==> src/rtl/sint_compare_stream_if.sv <==
// Valid/ready stream bundle for the compare pipeline: operand/op input side and 1-bit result side.
interface sint_compare_stream_if #(
    parameter int unsigned WIDTH = 8
);
    logic             I_valid;
    logic             I_ready;
    logic [WIDTH-1:0] I0;
    logic [WIDTH-1:0] I1;
    logic [2:0]       op;
    logic             signed_mode;
    logic             O_valid;
    logic             O_ready;
    logic             O;

    modport master (
        output I_valid, I0, I1, op, signed_mode, O_ready,
        input  I_ready, O_valid, O
    );

    modport slave (
        input  I_valid, I0, I1, op, signed_mode, O_ready,
        output I_ready, O_valid, O
    );
endinterface

==> src/rtl/sint_compare_stream.sv <==
// Pipelined signed/unsigned relational compare with valid/ready flow control and a saturating
// count of true results leaving the pipeline.
module sint_compare_stream #(
    parameter int unsigned WIDTH       = 8,
    parameter int unsigned LATENCY     = 2,
    parameter int unsigned COUNT_WIDTH = 8
) (
    input  logic                    CLK,
    input  logic                    RESET,
    sint_compare_stream_if.slave    bus,
    input  logic                    count_clear,
    output logic [COUNT_WIDTH-1:0]  hit_count
);
    typedef enum logic [2:0] {
        OpLt = 3'd0,
        OpLe = 3'd1,
        OpGt = 3'd2,
        OpGe = 3'd3,
        OpEq = 3'd4,
        OpNe = 3'd5
    } op_e;

    logic lt, eq, res;

    always_comb begin
        eq = (bus.I0 == bus.I1);
        if (bus.signed_mode) begin
            lt = ($signed(bus.I0) < $signed(bus.I1));
        end else begin
            lt = (bus.I0 < bus.I1);
        end
        case (bus.op)
            OpLt:    res = lt;
            OpLe:    res = lt | eq;
            OpGt:    res = ~(lt | eq);
            OpGe:    res = ~lt;
            OpEq:    res = eq;
            OpNe:    res = ~eq;
            default: res = 1'b0;
        endcase
    end

    logic [LATENCY-1:0] v_q, v_d, r_q, r_d, adv;
    logic               adv_chain;

    // Advance propagates back from the output; result bits are kept zero in empty stages.
    always_comb begin
        adv_chain = ~v_q[LATENCY-1] | bus.O_ready;
        adv       = '0;
        adv[LATENCY-1] = adv_chain;
        for (int k = int'(LATENCY) - 2; k >= 0; k--) begin
            adv_chain = ~v_q[k] | adv_chain;
            adv[k]    = adv_chain;
        end

        v_d = v_q;
        r_d = r_q;
        if (adv[0]) begin
            v_d[0] = bus.I_valid;
            r_d[0] = bus.I_valid & res;
        end
        for (int k = 1; k < int'(LATENCY); k++) begin
            if (adv[k]) begin
                v_d[k] = v_q[k-1];
                r_d[k] = r_q[k-1];
            end
        end
    end

    logic [COUNT_WIDTH-1:0] cnt_q, cnt_d;
    logic                   inc;

    assign inc = bus.O_valid & bus.O_ready & bus.O;

    always_comb begin
        cnt_d = cnt_q;
        if (count_clear) begin
            cnt_d    = '0;
            cnt_d[0] = inc;
        end else if (inc && (cnt_q != '1)) begin
            cnt_d = cnt_q + COUNT_WIDTH'(1);
        end
    end

    always_ff @(posedge CLK) begin
        if (RESET) begin
            v_q   <= '0;
            r_q   <= '0;
            cnt_q <= '0;
        end else begin
            v_q   <= v_d;
            r_q   <= r_d;
            cnt_q <= cnt_d;
        end
    end

    assign bus.I_ready = adv[0];
    assign bus.O_valid = v_q[LATENCY-1];
    assign bus.O       = r_q[LATENCY-1];
    assign hit_count   = cnt_q;
endmodule

==> src/flat_wrapper.sv <==
// flat-port wrapper written by rule: the top's interface ports become plain ports
module sint_compare_stream_flat 
#(
    parameter int unsigned WIDTH       = 8,
    parameter int unsigned LATENCY     = 2,
    parameter int unsigned COUNT_WIDTH = 8
)
  (CLK, RESET, count_clear, hit_count, bus_I_valid, bus_I0, bus_I1, bus_op, bus_signed_mode, bus_O_ready, bus_I_ready, bus_O_valid, bus_O);
  sint_compare_stream_if #(.WIDTH(WIDTH)) bus_i ();
  input  logic CLK;
  input  logic RESET;
  input  logic count_clear;
  output logic [COUNT_WIDTH-1:0] hit_count;
  input wire logic [$bits(bus_i.I_valid)-1:0] bus_I_valid;
  input wire logic [$bits(bus_i.I0)-1:0] bus_I0;
  input wire logic [$bits(bus_i.I1)-1:0] bus_I1;
  input wire logic [$bits(bus_i.op)-1:0] bus_op;
  input wire logic [$bits(bus_i.signed_mode)-1:0] bus_signed_mode;
  input wire logic [$bits(bus_i.O_ready)-1:0] bus_O_ready;
  output wire logic [$bits(bus_i.I_ready)-1:0] bus_I_ready;
  output wire logic [$bits(bus_i.O_valid)-1:0] bus_O_valid;
  output wire logic [$bits(bus_i.O)-1:0] bus_O;
  assign bus_i.I_valid = bus_I_valid;
  assign bus_i.I0 = bus_I0;
  assign bus_i.I1 = bus_I1;
  assign bus_i.op = bus_op;
  assign bus_i.signed_mode = bus_signed_mode;
  assign bus_i.O_ready = bus_O_ready;
  assign bus_I_ready = bus_i.I_ready;
  assign bus_O_valid = bus_i.O_valid;
  assign bus_O = bus_i.O;
  sint_compare_stream #(.WIDTH(WIDTH), .LATENCY(LATENCY), .COUNT_WIDTH(COUNT_WIDTH)) u_core (.CLK(CLK), .RESET(RESET), .bus(bus_i), .count_clear(count_clear), .hit_count(hit_count));
endmodule
==> config.mk <==
export PLATFORM = sky130hd
export DESIGN_NAME = sint_compare_stream_flat
export DESIGN_NICKNAME = d
export VERILOG_FILES = /design/src/rtl/sint_compare_stream_if.sv /design/src/rtl/sint_compare_stream.sv /design/src/flat_wrapper.sv
export SDC_FILE = /design/constraint.sdc
export NUM_CORES = 1
export LEC_CHECK = 0
export ABC_CLOCK_PERIOD_IN_PS = 3800
export CAP_MARGIN = 40
export CORE_MARGIN = 2
export CORE_UTILIZATION = 45
export CTS_BUF_LIST = sky130_fd_sc_hd__clkbuf_8
export DETAILED_ROUTE_END_ITERATION = 7
export GPL_ROUTABILITY_DRIVEN = 1
export PLACE_DENSITY = 0.91
export SYNTH_ARGS = -nofsm -noshare
export SYNTH_HDL_FRONTEND = slang
export SYNTH_SLANG_ARGS = --single-unit
==> constraint.sdc <==
create_clock -name CLK -period 3.8 [get_ports CLK]
set_input_delay 0.57 -clock CLK [delete_from_list [all_inputs] [get_ports CLK]]
set_output_delay 0.57 -clock CLK [all_outputs]
set_load 0.01 [all_outputs]
==> impl_metrics.yaml <==
outcome:
  status: "finished clean"
synth:
  yosys_warnings: 0
  netlist.area_leader.share: 0.302
  avgSynthCellArea_um2: 8.03
  syn-num-nets: 133
  ys.flop_type: "dfxtp_1"
  seq_area_frac_synth: 0.302
  syn_area_um2: 795
  yosys.area.top_type: "dfxtp_1"
  synth_edf_count: 0
  yosys_register_bits: 12
  synth_cell_type_count: 28
  postSynthCellCount: 99
  synth_area_leaders: "dfxtp_1, ha_1, nor2_1, xnor2_1, inv_1"
  ys_async_sr_fraction: 0
cts:
  cts_buffers: 3
  cts_tree: "done"
  h-tree-depth: 1
  clockBufferDepth: 2
  cts.sinks: 12
  path_clk_slew_ns: 0.05
  cts_root_buf: "clkbuf_8"
  cts.repair.resized: 0
  cts_hold_buf: 0
  clk_latency_ns: 0.24
  cts_setup_buffers: 0
worst_setup_path:
  worstPathRequired_ns: 3.23
  startpoint_type: "primary input"
  worstRegToRegCells: 6
  startpoint: "bus_O_ready"
  reg2reg_to: "u_core.hit_count[4]"
  worstReg2RegStart: "u_core.hit_count[0]"
  r2r_setup_slack_ns: 2.09
  worstSetupPathType: "in2out"
  endpoint_kind: "output pin"
  arrival_ns: 1.92
  cp-endpoint: "bus_I_ready"
  crit_fanout: 5
sta:
  slew_headroom: 0.613
  finalMaxSlewViolations: 0
  max_clock_freq_ghz: 0.401
  setup_viol: 0
  hold_viol_final: 0
  fin_skew_ns: 0.00197
  fin_crit_sh: 0.656
  tightest_slew_ns: 0.574
  rsz0062_at_grt: "no"
  finalSetupTns_ns: 0
  post-route-min-period_ns: 2.49
route:
  drtIter0Drc: 12
  viasPerCell: 5.50
  antenna_left: 0
  avgRoutedWirePerCell_um: 11.9
  drt-pass1-iter-count: 4
  postRouteWirelength_um: 1830
  drc: 0
  vias: 847
power:
  total_power_mw: 0.330
  leakage_nw: 0.488
  peakVddDrop_uv: 199
  p_per_area_nw_per_um2: 271
grt:
  grt_pass1_wl_um: 3060
  grt_max_degree: 8
  antenna_found_initial: 0
  grt_pass1_vias: 800
  grt_remaining_overflow: 0
  track_usage: 0.202
floorplanning:
  fp-row-count: 15
  floorplan.die_area_um2: 2120
  boundaryPins: 36
  die_h_um: 46.0
  core-area_um2: 1690
  initial_core_util: 0.470
  dieWidth_um: 46.0
finish:
  final-instance-count-excl-fill: 154
  drive_above_1_share: 0.0584
  area_delta_synth_final_pct: 53.2
  final_cell_mix: "clkdlybuf4s50_1, nor2_1, dfxtp_1"
  layout_commonest_cell: "clkdlybuf4s50_1"
  nNetsFinal: 172
  num_antenna_cells: 0
job:
  maxCapViolCount: 0
place:
  placed_cells: 150
  place_hpwl_um: 1510
  io_buffers: 35
  gp_congestion: 0.864
worst_hold_path:
  hp-start: "u_core.r_q[0]"
  hold_class: "reg2reg"
## flip-flops by register name, summed over array words and instances (netlist names)
signal	count
u_core.r_q	2
u_core.v_q	2
u_core.hit_count	8
## through the flow
step	hold WS, ns	utilization	cell area (µm²)	setup slack, ns
floorplan	0.452	-	795	1.82
global placement	0.472	0.688	1160	1.31
detailed placement	0.491	0.688	1160	1.21
CTS	0.504	0.721	1220	1.31
global route	0.540	0.721	1220	1.24
finish	0.496	0.721	1220	1.31
## layout make-up
cell class	instances	area, µm²
clock buffer	4	55.1
fill	136	472
inverter	10	37.5
multi-input combinational	76	513
sequential	12	240
tap	17	21.3
timing repair buffer	35	350
## Yosys cell counts (all sizes together) (3+ instances only)
library cell	instances
inv	10
a31oi	3
ha	9
dfxtp	12
nand3	3
a21oi	5
nand4	3
and3	3
xnor2	5
nand2	5
o21ai	4
nor2	17
## layer usage
layer  vias to the layer above  routed length, µm  track usage
met4                         0                 64        0.143
met5                         -                  0            0
met1                       358                696        0.200
li1                        429                  -            -
met3                         9                152       0.0357
met2                        51                914        0.369
## cell families (layout without fill, tap and decap cells)
logic type	after synthesis	count (layout)	synth area share
AO/OA/AOI/OAI	19	19	0.157
XOR/XNOR	5	5	0.0551
adder cells (fa/ha/maj)	9	9	0.142
buffers and inverters	11	49	0.0520
flip-flops	12	12	0.302
multiplexers	3	3	0.0394
AND/OR/NAND/NOR	40	40	0.252
## worst min-delay path by stage
stage / to / slack [ns] / cells after the start
after floorplan: u_core.r_q[1] / 0.45 / 2
after global placement: u_core.r_q[1] / 0.47 / 2
after detailed placement: u_core.r_q[1] / 0.49 / 2
after CTS: u_core.r_q[1] / 0.50 / 2
after global routing: u_core.hit_count[5] / 0.54 / 2
final: u_core.r_q[1] / 0.50 / 2
## worst max-delay path: stages
cell and delay (ns):
clkdlybuf4s50_1 0.43, nor2b_1 0.29, nand2_1 0.14, clkdlybuf4s50_1 0.50
## report_power, final
part           switching (mW)  internal, mW  leakage [nW]
clock network          0.0469        0.0915        0.0288
registers             0.00133         0.128        0.0972
logic                  0.0238        0.0380         0.362
No activity file was read; power rests on OpenSTA's default activity.
